===== src/rtl/fetch_stage_if.sv =====
`default_nettype none
// ============================================================================
//  Module      : fetch_stage_if
//  Description : Instruction-memory request/acknowledge port. The fetch stage
//                is the master (issues req/addr), the memory is the slave
//                (returns ack with rdata valid in the same cycle).
//  Revision    : 1.0  initial release
// ============================================================================
interface fetch_stage_if;
    logic        req;
    logic [31:0] addr;
    logic        ack;
    logic [31:0] rdata;

    modport master (
        output req,
        output addr,
        input  ack,
        input  rdata
    );

    modport slave (
        input  req,
        input  addr,
        output ack,
        output rdata
    );
endinterface
`default_nettype wire


===== src/rtl/fetch_stage.sv =====
`default_nettype none
// ============================================================================
//  Module      : fetch_stage
//  Description : Instruction fetch stage with IF/ID pipeline register. Owns the
//                PC, fetches over a req/ack port, absorbs decode stalls in a
//                one-word buffer and drains wrong-path requests after a
//                redirect so the memory address never changes mid-request.
//  Revision    : 1.0  initial release
// ============================================================================
module fetch_stage #(
    parameter logic [31:0] RESET_PC  = 32'h0000_0000,
    parameter logic [31:0] NOP_INSTR = 32'h0000_0000
) (
    input  wire logic        clk,
    input  wire logic        reset,
    input  wire logic        EN_REG,
    input  wire logic        branch_taken,
    input  wire logic [31:0] branch_target,
    fetch_stage_if.master    imem,
    output logic [31:0]      instruction,
    output logic [31:0]      PCNEXT,
    output logic             block_pipe_instr_cache,
    output logic             flush
);

    localparam logic [31:0] c_PC_STEP    = 32'd4;
    localparam logic [31:0] c_ALIGN_MASK = 32'hFFFF_FFFC;

    // FETCH : request outstanding at pc
    // HAVE  : word parked in r_buf_instr, waiting for decode to accept it
    // DRAIN : wrong-path request at r_drain_addr still outstanding
    typedef enum logic [1:0] {
        S_FETCH = 2'd0,
        S_HAVE  = 2'd1,
        S_DRAIN = 2'd2
    } state_t;

    state_t      r_state;
    state_t      w_state_nxt;
    logic [31:0] r_pc;
    logic [31:0] w_pc_nxt;
    logic [31:0] r_drain_addr;
    logic [31:0] w_drain_addr_nxt;
    logic [31:0] r_buf_instr;
    logic [31:0] w_buf_instr_nxt;
    logic [31:0] r_instruction;
    logic [31:0] w_instruction_nxt;
    logic [31:0] r_pcnext;
    logic [31:0] w_pcnext_nxt;

    logic [31:0] w_pc_inc;
    logic [31:0] w_target;
    logic        w_avail;
    logic [31:0] w_word;

    assign w_pc_inc = r_pc + c_PC_STEP;
    assign w_target = branch_target & c_ALIGN_MASK;
    assign w_avail  = ((r_state == S_FETCH) && imem.ack) || (r_state == S_HAVE);
    assign w_word   = (r_state == S_HAVE) ? r_buf_instr : imem.rdata;

    // State and pipeline register update; reset abandons any outstanding request
    always_ff @(posedge clk) begin
        if (reset) begin
            r_state       <= S_FETCH;
            r_pc          <= RESET_PC;
            r_drain_addr  <= 32'd0;
            r_buf_instr   <= 32'd0;
            r_instruction <= NOP_INSTR;
            r_pcnext      <= 32'd0;
        end else begin
            r_state       <= w_state_nxt;
            r_pc          <= w_pc_nxt;
            r_drain_addr  <= w_drain_addr_nxt;
            r_buf_instr   <= w_buf_instr_nxt;
            r_instruction <= w_instruction_nxt;
            r_pcnext      <= w_pcnext_nxt;
        end
    end

    // Next-state: a redirect always wins over normal flow, independent of EN_REG
    always_comb begin
        w_state_nxt       = r_state;
        w_pc_nxt          = r_pc;
        w_drain_addr_nxt  = r_drain_addr;
        w_buf_instr_nxt   = r_buf_instr;
        w_instruction_nxt = r_instruction;
        w_pcnext_nxt      = r_pcnext;

        if (branch_taken) begin
            w_pc_nxt          = w_target;
            w_instruction_nxt = NOP_INSTR;
            w_pcnext_nxt      = 32'd0;
            case (r_state)
                S_FETCH: begin
                    // An unacked request must finish at its original address
                    if (!imem.ack) begin
                        w_drain_addr_nxt = r_pc;
                        w_state_nxt      = S_DRAIN;
                    end
                end
                S_HAVE:  w_state_nxt = S_FETCH;
                S_DRAIN: w_state_nxt = S_DRAIN;
                default: w_state_nxt = S_FETCH;
            endcase
        end else begin
            if (w_avail && EN_REG) begin
                w_instruction_nxt = w_word;
                w_pcnext_nxt      = w_pc_inc;
                w_pc_nxt          = w_pc_inc;
                w_state_nxt       = S_FETCH;
            end else if (!w_avail && EN_REG) begin
                w_instruction_nxt = NOP_INSTR;
                w_pcnext_nxt      = 32'd0;
            end

            if ((r_state == S_FETCH) && imem.ack && !EN_REG) begin
                w_buf_instr_nxt = imem.rdata;
                w_state_nxt     = S_HAVE;
            end

            // Wrong-path data is dropped; the real address goes out next cycle
            if ((r_state == S_DRAIN) && imem.ack) begin
                w_state_nxt = S_FETCH;
            end

            if ((r_state != S_FETCH) && (r_state != S_HAVE) && (r_state != S_DRAIN)) begin
                w_state_nxt = S_FETCH;
            end
        end
    end

    // Memory port and decode-side status; everything quiet while in reset
    always_comb begin
        imem.req               = !reset && ((r_state == S_FETCH) || (r_state == S_DRAIN));
        imem.addr              = (r_state == S_DRAIN) ? r_drain_addr : r_pc;
        block_pipe_instr_cache = !reset && (((r_state == S_FETCH) && !imem.ack) ||
                                            (r_state == S_DRAIN));
        flush                  = branch_taken;
    end

    assign instruction = r_instruction;
    assign PCNEXT      = r_pcnext;

endmodule
`default_nettype wire


===== src/flat_wrapper.sv =====
// flat-port wrapper written by rule: the top's interface ports become plain ports
module fetch_stage_flat 
#(
    parameter logic [31:0] RESET_PC  = 32'h0000_0000,
    parameter logic [31:0] NOP_INSTR = 32'h0000_0000
)
  (clk, reset, EN_REG, branch_taken, branch_target, instruction, PCNEXT, block_pipe_instr_cache, flush, imem_req, imem_addr, imem_ack, imem_rdata);
  fetch_stage_if imem_i ();
  input  wire logic clk;
  input  wire logic reset;
  input  wire logic EN_REG;
  input  wire logic branch_taken;
  input  wire logic [31:0] branch_target;
  output logic [31:0] instruction;
  output logic [31:0] PCNEXT;
  output logic block_pipe_instr_cache;
  output logic flush;
  output wire logic [$bits(imem_i.req)-1:0] imem_req;
  output wire logic [$bits(imem_i.addr)-1:0] imem_addr;
  input wire logic [$bits(imem_i.ack)-1:0] imem_ack;
  input wire logic [$bits(imem_i.rdata)-1:0] imem_rdata;
  assign imem_req = imem_i.req;
  assign imem_addr = imem_i.addr;
  assign imem_i.ack = imem_ack;
  assign imem_i.rdata = imem_rdata;
  fetch_stage #(.RESET_PC(RESET_PC), .NOP_INSTR(NOP_INSTR)) u_core (.clk(clk), .reset(reset), .EN_REG(EN_REG), .branch_taken(branch_taken), .branch_target(branch_target), .imem(imem_i), .instruction(instruction), .PCNEXT(PCNEXT), .block_pipe_instr_cache(block_pipe_instr_cache), .flush(flush));
endmodule

===== config.mk =====
export PLATFORM = sky130hd
export DESIGN_NAME = fetch_stage_flat
export DESIGN_NICKNAME = d
export VERILOG_FILES = /design/src/rtl/fetch_stage_if.sv /design/src/rtl/fetch_stage.sv /design/src/flat_wrapper.sv
export SDC_FILE = /design/constraint.sdc
export NUM_CORES = 1
export LEC_CHECK = 0
export ABC_AREA = 1
export CAP_MARGIN = 30
export CORE_UTILIZATION = 52
export CTS_CLUSTER_SIZE = 10
export DETAILED_ROUTE_END_ITERATION = 6
export PLACE_DENSITY = 0.9
export SLEW_MARGIN = 0
export SYNTH_ARGS = -nofsm -noshare
export SYNTH_HDL_FRONTEND = slang
export SYNTH_SLANG_ARGS = --single-unit

===== constraint.sdc =====
create_clock -name clk -period 3.3 [get_ports clk]
set_input_delay 0.825 -clock clk [delete_from_list [all_inputs] [get_ports clk]]
set_output_delay 0.825 -clock clk [all_outputs]
set_load 0.01 [all_outputs]

==> results by group <==
Setup path
  • WP buf/inv: 3
  • Cells along the critical path: inv_2 -> nand2_4 -> buf_4 -> nor2_1 -> a21oi_1 -> clkdlybuf4s50_1
  • CP top delay family: buffers and inverters
  • Crit path kind: flip-flop to output pin
  • Worst reg-to-reg setup slack: ~1400 ps
  • Req. time, crit path: 2470 ps
  • CP max stage delay: 560 ps
  • Slowest CP cell: clkdlybuf4s50_1
  • Critical Path AT: 2270 ps
  • Kind of start point of the critical path: flip-flop
  • Crit Path Max Fanout: 32
  • CP Capture Type: output pin

Clocking
  • # clock sinks: 156
  • Max Root-Sink Buffers: 2
  • Latest clock arrival within the worst-skew pair: 430 ps
  • CTS Hold Buffers Added: 0
  • Root buf cell: clkbuf_16
  • CTS tree: yes
  • Clock Pin Slew Worst Setup and Hold Paths: 60 ps
  • CTS HTree Levels: 4
  • Total CTS buffers: 17

Die
  • Core area: approximately 13,000 um2
  • Row cnt: 41
  • I/O pin count: 168
  • Chip width: between 100 and 150 um
  • Chip height: roughly 120 um
  • Die area: 13,700 um2
  • Initial Util: 53.8%

STA
  • Final setup viols: 0
  • Setup ws final: roughly 200 ps
  • Crit share post-route: 93.9%
  • Post-Route Setup TNS: 0 ps
  • Setup Skew: between 8 and 9 ps
  • Slew Viols, Final: 0
  • Hold_ws: 447 ps
  • Unrepaired setup endpoints after global routing: false
  • Final hold viol count: 0
  • Fmax: 323 MHz
  • Final Critical Period: between 3000 and 4000 ps

Global route
  • Total grt overflow: 0
  • First-pass GRT wire length: 29,900 um
  • Antenna violations before repair: 0
  • GRT Util Overall: 28.4%
  • Vias in the first global route: approximately 6.3k
  • Largest net degree at the start of global routing: 64

Cells and area
  • ANT cells: 0
  • Final std cells w/o fill: 1,293
  • Most frequent cells in the layout: 262 x nand2_1, 161 x clkdlybuf4s50_1, 156 x dfxtp_1
  • Filler cell count: 941
  • Net count, final: 1,178
  • Area Overhead vs Synth: 33.9%
  • Commonest non-fill, non-tap cell in the layout: nand2_1
  • Share of cells above drive strength 1: 7.14%
  • Post-layout util: 72.0%
  • Cell area after layout: 9200 um2

Yosys
  • Synth Cell Area: 6870 um2
  • Largest family of logic cells by synthesized area: simple AND/OR/NAND/NOR gates
  • Library cells used by synthesis: 28
  • Yosys top cell by area: dfxtp_1
  • Multiplexer area fraction after synthesis: 0%
  • Synth Area in Compound Gates: 21.0%
  • Post-synth top area share: between 40% and 50%
  • Synth area leaders: dfxtp_1 45%, nand2_1 14%, o21ai_0 10%
  • Post-Synth Adder-Cell Area: 0.182%
  • Post-Synth Simple-Gate Area: 23.9%
  • Mapped Cells: approximately 970
  • Synthesized area per cell: 7.10 um2
  • Synth Register Bits: 156
  • Synth warn: 0
  • Sequential area share after synthesis: between 40 and 50%
  • Post-Synth XOR/XNOR Area: 0.255%

Detailed routing
  • Detailed Route Iter0 Violations: 588
  • Post-DR wirelength/cell: 14.6 um
  • Drc violations: 0
  • Drt first pass iters: 6
  • Final Routed Wirelength: 18,900 um
  • Routed vias: ~6.9k
  • Post-route ant nets: 0
  • Via density: 5.35

Power
  • Power Dens Cells: 508 nW/um2
  • Final total power: 4.67 mW
  • Max VDD drop: 0.353 mV
  • Leak: between 3 and 4 nW

Placed design
  • Count of input and output buffers: about 160
  • Routability congestion estimate: 0.841
  • Placed cells: 1,261
  • Post-place instance area: between 8000 and 9000 um2
  • Pre-CTS worst setup slack: around 430 ps
  • Dpl hpwl: roughly 12,000 um

Job
  • Maxcap violations: 0

Outcome
  • Outcome: finished clean

Min path
  • Hold WC Path Type: flip-flop to flip-flop
kinds of logic after synthesis:
group                    Yosys count
AO/OA/AOI/OAI                    274
XOR/XNOR                           2
adder cells (fa/ha/maj)            1
buffers and inverters            147
flip-flops                       156
other                              1
AND/OR/NAND/NOR                  387
synthesized netlist by cell type:
master / number
nand2_1: 263
dfxtp_1: 156
o21ai_0: 142
a21oi_1: 96
inv_1: 82
nor2_1: 62
nand3_1: 36
clkbuf_1: 22
buf_2: 20
a22o_1: 18
o21ai_1: 16
nand3_2: 11
buf_4: 8
buf_1: 6
inv_2: 6
nor2_2: 5
nor2_4: 5
nand2_4: 3
xor2_1: 2
a211oi_1: 1
and2_1: 1
buf_6: 1
buf_8: 1
clkinv_2: 1
conb_1: 1
ha_1: 1
nand4_1: 1
o21a_1: 1
sequential cells by signal, indices dropped and copies added (netlist names):
name,count
u_core.r_buf_instr,32
u_core.instruction,32
u_core.r_pc,30
u_core.r_state,2
u_core.r_drain_addr,30
u_core.PCNEXT,30
path summary, 6_finish.rpt:
kind / from / to / depth (start not counted)
setup reg to reg: u_core.r_pc[2] / u_core.PCNEXT[24] / 8
hold / removal: u_core.r_drain_addr[30] / u_core.r_drain_addr[30] / 2
hold reg to reg: u_core.r_drain_addr[30] / u_core.r_drain_addr[30] / 2
setup / recovery: u_core.r_state[0] / imem_addr[18] / 6
metal layers:
metal	wire length [um]	GRT usage, %	vias up	part of all wire [%]
met5	0	0	-	0
met4	449	11.7	0	2.4
met3	1230	6.28	38	6.5
met2	9060	47.9	279	48
met1	8180	35.2	3175	43
li1	-	-	3420	-
power breakdown:
part,internal (mW),switching (mW),total (mW)
clock network,1.20,0.828,2.03
logic,0.293,0.325,0.618
registers,1.97,0.0553,2.02
total,3.46,1.21,4.67
worst min-delay path, stage by stage (launching register included):
cell and delay, ps:
dfxtp_1 290, inv_1 50, a21oi_1 50
cell type report:
class / instances / area (um2) / share of cell area, %
clock inverter: 15 / 189 / 2.05
sequential: 156 / 3120 / 33.9
tap: 172 / 215 / 2.34
inverter: 89 / 335 / 3.64
clock buffer: 17 / 425 / 4.62
timing repair buffer: 176 / 1770 / 19.3
multi-input combinational: 668 / 3140 / 34.1
what timing repair did:
action	CTS	global route
hold endpoints to repair	0	0
setup buffers	0	0
resized for setup	1	0
endpoints found under the setup margin	1	0
Note: power is estimated with default switching activity, not from simulation.
